==> config.mk <==
export PLATFORM = sky130hd
export DESIGN_NAME = uart_tx_arbiter
export DESIGN_NICKNAME = d
export VERILOG_FILES = /design/src/rtl/uart_tx_arbiter.sv
export SDC_FILE = /design/constraint.sdc
export NUM_CORES = 1
export LEC_CHECK = 0
export CAP_MARGIN = 0
export CORE_ASPECT_RATIO = 0.9
export CORE_MARGIN = 2
export CORE_UTILIZATION = 52
export DETAILED_ROUTE_END_ITERATION = 16
export GPL_TIMING_DRIVEN = 0
export PLACE_DENSITY = 0.91
export RECOVER_POWER = 100
export SETUP_SLACK_MARGIN = 0.4
export SLEW_MARGIN = 40
export SYNTH_ARGS = -nofsm -noshare
export SYNTH_HDL_FRONTEND = slang
export SYNTH_SLANG_ARGS = --single-unit
==> constraint.sdc <==
create_clock -name clk -period 3.3 [get_ports clk]
set_input_delay 0.33 -clock clk [delete_from_list [all_inputs] [get_ports clk]]
set_output_delay 0.33 -clock clk [all_outputs]
set_load 0.02 [all_outputs]
==> src/rtl/uart_tx_arbiter.sv <==
// Round-robin arbiter sharing one UART transmitter among NUM_REQ byte producers.
// Grants a latched byte, then waits for a synchronized donetx edge or a timeout and a quiet gap.
module uart_tx_arbiter #(
    parameter int unsigned NUM_REQ    = 4,
    parameter int unsigned GAP_CYCLES = 16,
    parameter int unsigned TIMEOUT    = 40000
) (
    input  logic                       clk,
    input  logic                       rst,
    input  logic [NUM_REQ-1:0]         req_valid,
    input  logic [NUM_REQ*8-1:0]       req_data,
    output logic [NUM_REQ-1:0]         req_ack,
    output logic [NUM_REQ-1:0]         req_done,
    output logic [NUM_REQ-1:0]         req_err,
    output logic                       send,
    output logic [7:0]                 dintx,
    input  logic                       donetx,
    output logic                       busy,
    output logic [$clog2(NUM_REQ)-1:0] grant_id
);

    localparam int unsigned ID_W  = $clog2(NUM_REQ);
    localparam int unsigned TMO_W = (TIMEOUT > 1) ? $clog2(TIMEOUT) : 1;
    localparam int unsigned GAP_W = (GAP_CYCLES > 0) ? $clog2(GAP_CYCLES + 1) : 1;
    localparam logic [TMO_W-1:0] TMO_LAST = TMO_W'(TIMEOUT - 1);
    localparam logic [GAP_W-1:0] GAP_MIN  = GAP_W'(GAP_CYCLES);

    typedef enum logic [1:0] {IDLE, SEND, GAP} state_t;

    state_t             state, state_n;
    logic [ID_W-1:0]    last, last_n, grant_n;
    logic [7:0]         dintx_n;
    logic               send_n, busy_n;
    logic [NUM_REQ-1:0] ack_n, done_n, err_n;
    logic [TMO_W-1:0]   tmo_cnt, tmo_n;
    logic [GAP_W-1:0]   gap_cnt, gap_n;
    logic               sync_m, sync_q, sync_qq;
    logic               done_rise;
    logic               pick_found;
    logic [ID_W-1:0]    pick_id, cand;
    logic [7:0]         pick_byte;

    assign done_rise = sync_q & ~sync_qq;
    assign pick_byte = req_data[{pick_id, 3'b000} +: 8];

    // First requesting index after the last owner, wrapping modulo NUM_REQ.
    always_comb begin
        pick_found = 1'b0;
        pick_id    = last;
        cand       = '0;
        for (int unsigned k = 1; k <= NUM_REQ; k++) begin
            cand = ID_W'((32'(last) + k) % NUM_REQ);
            if (!pick_found && req_valid[cand]) begin
                pick_found = 1'b1;
                pick_id    = cand;
            end
        end
    end

    // Next-state and next-output logic; every registered value holds unless changed here.
    always_comb begin
        state_n = state;
        last_n  = last;
        grant_n = grant_id;
        dintx_n = dintx;
        send_n  = send;
        ack_n   = '0;
        done_n  = '0;
        err_n   = '0;
        tmo_n   = tmo_cnt;
        gap_n   = gap_cnt;
        unique case (state)
            IDLE: begin
                if (pick_found) begin
                    state_n = SEND;
                    last_n  = pick_id;
                    grant_n = pick_id;
                    dintx_n = pick_byte;
                    ack_n   = NUM_REQ'(1) << pick_id;
                    send_n  = 1'b1;
                    tmo_n   = '0;
                end
            end
            SEND: begin
                tmo_n = tmo_cnt + 1'b1;
                // A completion seen on the final timeout cycle still counts as success.
                if (done_rise) begin
                    send_n  = 1'b0;
                    done_n  = NUM_REQ'(1) << grant_id;
                    gap_n   = '0;
                    state_n = GAP;
                end else if (tmo_cnt == TMO_LAST) begin
                    send_n  = 1'b0;
                    err_n   = NUM_REQ'(1) << grant_id;
                    gap_n   = '0;
                    state_n = GAP;
                end
            end
            GAP: begin
                // Leave only after the minimum gap and once donetx has fallen again.
                if (gap_cnt >= GAP_MIN && !sync_qq) begin
                    state_n = IDLE;
                end else if (gap_cnt < GAP_MIN) begin
                    gap_n = gap_cnt + 1'b1;
                end
            end
            default: state_n = IDLE;
        endcase
        busy_n = (state_n != IDLE);
    end

    always_ff @(posedge clk or negedge rst) begin
        if (!rst) begin
            state    <= IDLE;
            last     <= ID_W'(NUM_REQ - 1);
            grant_id <= '0;
            dintx    <= 8'h00;
            send     <= 1'b0;
            busy     <= 1'b0;
            req_ack  <= '0;
            req_done <= '0;
            req_err  <= '0;
            tmo_cnt  <= '0;
            gap_cnt  <= '0;
            sync_m   <= 1'b0;
            sync_q   <= 1'b0;
            sync_qq  <= 1'b0;
        end else begin
            state    <= state_n;
            last     <= last_n;
            grant_id <= grant_n;
            dintx    <= dintx_n;
            send     <= send_n;
            busy     <= busy_n;
            req_ack  <= ack_n;
            req_done <= done_n;
            req_err  <= err_n;
            tmo_cnt  <= tmo_n;
            gap_cnt  <= gap_n;
            sync_m   <= donetx;
            sync_q   <= sync_m;
            sync_qq  <= sync_q;
        end
    end

endmodule

# After elaboration in Yosys (flattened, before gate mapping)
# Cells that the tools add are included.
# totals
reg_bits	52
input_bits	39
out_inout_bits	24
word_cells	93
# op_classes
add_sub_neg	6
n_lt_le_gt_ge	6
n_eq_ne	7
shift	3
n_mux	39
bitwise	2
reduce_logical	16
# op_table
operator	count
case mux 16 bit (2 select lines)	1
indexed part select 32 x 6 -> 8 bit	1
2-to-1 mux 4 bit	7
2-to-1 mux 5 bit	4
adder 16 x 1 -> 16 bit (second input constant)	1
equality test 16 bit (second input constant)	1
2-to-1 mux 16 bit	1
2-to-1 mux 2 bit	8
< comparator 2 x 3 -> 1 bit (second input constant)	4
2-to-1 mux 1 bit	11
case mux 5 bit (2 select lines)	1
binary-select mux 1 bit (select 2 bit)	4
left shift 1 x 2 -> 4 bit (first input constant)	2
inequality test 2 bit (second input constant)	3
case mux 2 bit (3 select lines)	1
nonzero test 2 bit	3
adder 5 x 1 -> 5 bit (second input constant)	1
>= comparator 5 bit (second input constant)	1
< comparator 5 bit (second input constant)	1
adder 2 x 1 -> 2 bit (second input constant)	2
adder 2 bit (second input constant)	2
logical AND 1 bit	4
zero test 1 bit	4
AND reduction 2 bit	2
other kinds (9)	9

# Longest topological paths before layout
# logic_depth
word_depth	16
mapped_depth	7
depth_no_buf	6

# Worst setup path after synthesis
# OpenSTA, ideal clock, no wires.
# synth_timing
kind	register -> register
startpoint	register last[1]
endpoint	register dintx[0]
setup_ps	141
t_arrival_ps	1540
required_ps	3159
setup_slack_ps	1619
stages_incl_launch_ff	8
path_buffers	2
synth_period_minus_slack_ps	1681
cell_sequence	dfstp_2 -> buf_6 -> mux2i_1 -> a221oi_2 -> buf_6 -> mux2i_1 -> o2bb2ai_1 -> a31oi_1
# synth_via
elab_chain_cells	14
word_cells_on_any_way	28
classes_between	add/sub: 4; shift: 1; mux: 16; reduce/logical: 7
# synth_rtl
item	line	rtl
start, declared	31	logic [ID_W-1:0] last, last_n, grant_n;
start signal, assigned	115	last <= ID_W'(NUM_REQ - 1);
start signal, assigned	130	last <= last_n;
adder 2 x 1 -> 2 bit	52	cand = ID_W'((32'(last) + k) % NUM_REQ);
binary-select mux 1 bit (select 2 bit)	53	if (!pick_found && req_valid[cand]) begin
2-to-1 mux 1 bit (implied by the code)	53	
2-to-1 mux 1 bit	53	
zero test 1 bit	53	
logical AND 1 bit	53	
2-to-1 mux 1 bit	53	
zero test 1 bit	53	
logical AND 1 bit	53	
2-to-1 mux 1 bit	53	
zero test 1 bit	53	
logical AND 1 bit	53	
2-to-1 mux 2 bit or 2-to-1 mux 1 bit (tied branches)	53	
indexed part select 32 x 6 -> 8 bit or AND reduction 2 bit (tied branches)	n/a	
end signal, assigned	132	dintx <= dintx_n;
end, declared	16	output logic [7:0] dintx,
# Parallel ways exist; a longest one is shown, timed or not. The select of a mux whose other input is x is not followed.
# A chain may end at the register's enable or synchronous reset.

# Worst setup path after layout
# layout_timing
startpoint	input req_valid[3]
endpoint	register dintx[0]
# layout_via
elab_chain_cells	13
word_cells_on_any_way	24
classes_between	shift: 1; mux: 16; reduce/logical: 7
# layout_rtl
item	line	rtl
start, declared	10	input logic [NUM_REQ-1:0] req_valid,
binary-select mux 1 bit (select 2 bit)	53	
2-to-1 mux 1 bit (implied by the code)	53	
2-to-1 mux 1 bit	53	
zero test 1 bit	53	
logical AND 1 bit	53	
2-to-1 mux 1 bit	53	
zero test 1 bit	53	
logical AND 1 bit	53	
2-to-1 mux 1 bit	53	
zero test 1 bit	53	
logical AND 1 bit	53	
2-to-1 mux 2 bit or 2-to-1 mux 1 bit (tied branches)	53	
indexed part select 32 x 6 -> 8 bit or AND reduction 2 bit (tied branches)	n/a	
# Parallel ways exist; a longest one is shown, timed or not. The select of a mux whose other input is x is not followed.

==> key figures <==
Die
  – Row Count: 23
  – I/O pins: 63
  – Chip height: 69.5 um
  – Core Area: 0.00452 sq mm
  – Die area: 0.00534 sq mm
  – Die Wd: 76.8 um
  – Initial core utilization: 0.549

Synth
  – Post-synth net total: 281
  – Primary FF master, synth: dfrtp_1
  – Synth area leader: dfrtp_1
  – Top-area cell type share of the netlist area: 0.505
  – Synth unique cells: 41
  – Sequential-to-total area share from yosys stat: 0.526
  – Synth area leaders: dfrtp_1, mux2i_1, o21ai_1
  – YS warnings: 0
  – EDFF count, synth: 0
  – Synthesized flop and latch total: 52
  – Async set or reset register ratio after synthesis: 1.00
  – Cell Area, Synth: 0.00248 sq mm
  – Syn Inst Count: 240
  – Mean Syn Cell Area: 10.3 sq um

Layout
  – Final core occ: 0.729
  – Area Growth Syn to Fin: 32.9%
  – Layout cells sized above 1: 0.0577
  – Net count, final: 352
  – Diodes inserted: 0
  – # fillers: 336
  – Final Cell Area: 0.00330 sq mm

Place
  – Dpl ws: between 1 and 1.5 ns
  – Hpwl dp: approximately 4400 um
  – Gpl congestion: slightly above 0.8
  – Placed Area: 0.00320 sq mm
  – Number of buffers added on ports: 62

Power and ir drop
  – LEAKAGE: between 1 and 1.5 nW
  – Worst IR Drop VDD: 0.000495 V
  – Power Dens Cells: 756 mW/mm^2

Route
  – DRT Pass-1 Iters: 4
  – # DRC: 0
  – Drt via density: around 5.6
  – Initial drt markers: 183
  – Antenna Nets Post-Route: 0
  – DR vias: 2105
  – WL final: 5890 um
  – Routed wire per std cell: roughly 16 um

STA
  – Worst clock skew: just under 0.008 ns
  – Worst relative slew slack: 0.288
  – Worst Setup Slack, final: roughly 0.94 ns
  – Final hold vios: 0
  – FMAX: 423 MHz
  – Sum of negative setup slack: 0 ns
  – Final min period: 2.36 ns
  – Fin crit share: 0.716
  – Final hold slack: approximately 0.36 ns
  – Pins Over Slew Limit: 0
  – Least-Margin Pin Slew: 1.07 ns
  – RSZ-0062 raised after global routing: no
  – Final setup fails: 0

GRT
  – Antenna violations before repair: 0
  – Global-route congestion overflow total: 0
  – Global-route wire length before repair: about 10000 um
  – Pin count of the biggest net entering global routing: 35
  – Number of global-route vias before repair: 2128
  – GRT Util Overall: 0.236

Clocking
  – Clock root buffer: clkbuf_8
  – CTS clock-pin slew for the worst setup and hold paths: 0.09 ns
  – Htree depth: 2
  – Clock buffer depth: 2
  – CTS tree: done
  – PostCTS Resize Cnt: 0
  – Post-CTS Setup Inserts: 0
  – CTS buffer count: 5
  – # clock sinks: 52
  – Clock latency on the worst-skew pair: 0.31 ns

Flow run
  – Max_cap viols: 0

Worst setup path
  – CP Data Required Time: between 3 and 4 ns
  – Signal arrival time at the worst endpoint: between 2 and 3 ns
  – Worst-path fanout max: 10
  – Crit Path Class: primary input to flip-flop
  – Crit start category: primary input
  – Crit end category: flip-flop

Worst hold path
  – HP Class: flip-flop to flip-flop

Run status
  – Status: completed
## where the power goes
part / internal, mW / leakage (nW) / switching [mW]
Sequential: 0.796 / 0.666 / 0.117
Clock: 0.225 / 0.0552 / 0.206
Combinational: 0.479 / 0.710 / 0.668
## final timing paths
kind,startpoint,end,slack [ns],cells past startpoint
worst min register to register,sync_m,sync_q,0.36,0
worst max register to register,last[1],dintx[0],1.15,7
max in group asynchronous,rst,tmo_cnt[3],1.86,3
worst max-delay path,req_valid[3],dintx[0],0.94,7
min in group asynchronous,rst,busy,0.73,2
worst min-delay path,sync_m,sync_q,0.36,0
## routing by layer
metal,vias to the layer above,global-route usage,share of wire
li1,1004,-,-
met1,1011,0.294,0.42
met2,77,0.413,0.52
met3,13,0.0456,0.047
met4,0,0.0727,0.018
met5,-,0,0
## through the flow
step           power (mW)  std cells
2_1_floorplan        1.68        240
3_3_place_gp         2.07        364
3_5_place_dp         2.13        365
4_1_cts              2.57        374
5_1_grt              2.64        374
6_report             2.49        374
## logic make-up after synthesis
| group | count (synthesis) | synth area share |
|---|---|---|
| buffers and inverters | 16 | 0.0368 |
| flip-flops | 52 | 0.526 |
| XOR/XNOR | 6 | 0.0212 |
| multiplexers | 18 | 0.0727 |
| adder cells (fa/ha/maj) | 2 | 0.0101 |
| AND/OR/NAND/NOR | 89 | 0.183 |
| AO/OA/AOI/OAI | 57 | 0.151 |
## synthesized netlist by cell type, types with 3 or more instances
cell type	instances
dfrtp_1	50
nand4_1	4
o21ai_1	24
buf_4	4
a21o_1	3
xor2_1	6
o2bb2ai_1	8
a31oi_1	8
nand2_1	21
nor2b_1	3
nand3_1	12
inv_1	4
mux2i_1	18
nor3_1	7
nor2_1	20
nand2b_1	9
a21oi_1	3
clkbuf_1	5
## registers in the layout, indices dropped and copies added (netlist names)
signal / flops
send: 1
req_done: 4
req_err: 4
gap_cnt: 5
dintx: 8
sync_q: 1
state: 2
busy: 1
req_ack: 4
sync_qq: 1
grant_id: 2
last: 2
sync_m: 1
tmo_cnt: 16
## cell usage in the layout (no fill, tap or decap), types with 2 or more instances in the layout
cell and n:
a21o_1 3, nand4_1 4, nor3_1 7, dfstp_2 2
and2_1 2, nor2_1 20, ha_1 2, or3_1 2
nor2b_1 3, clkdlybuf4s50_1 35, o21a_1 2, dlygate4sd3_1 27
clkbuf_8 5, dfrtp_1 50, a31oi_1 8, a21oi_1 3
buf_6 2, clkbuf_1 10, mux2i_1 18, o2bb2ai_1 8
o21ai_1 7, o31ai_1 2, inv_1 4, nand2b_1 9
buf_4 2, nand3_1 12, nand2_1 21, o21ai_0 18
and3_1 2, xor2_1 6
## cell type report
cell class / count / area [sq um] / share of cell area
flip-flops and latches: 52 / 1300 / 0.396
multi-input cells: 172 / 1080 / 0.328
repair buffers: 64 / 644 / 0.196
plain buffers: 12 / 67.6 / 0.0205
inverters: 4 / 15.0 / 0.00456
clock inverters: 2 / 35.0 / 0.0106
well taps: 62 / 77.6 / 0.0235
clock buffers: 6 / 72.6 / 0.0220
## worst max-delay path, stage by stage
cell           delay (ns)
dlygate4sd3_1        0.63
nor4_1               0.11
or3_1                0.36
a211oi_1             0.38
clkbuf_1             0.44
o2bb2ai_1            0.20
a31oi_1              0.08
## timing repair
item / 4_1_cts / 5_1_grt
hold buffers: 1 / 0
endpoints found under the setup margin: 0 / 0
hold endpoints to repair: 16 / 0
Note: power is estimated with default switching activity, not from simulation.
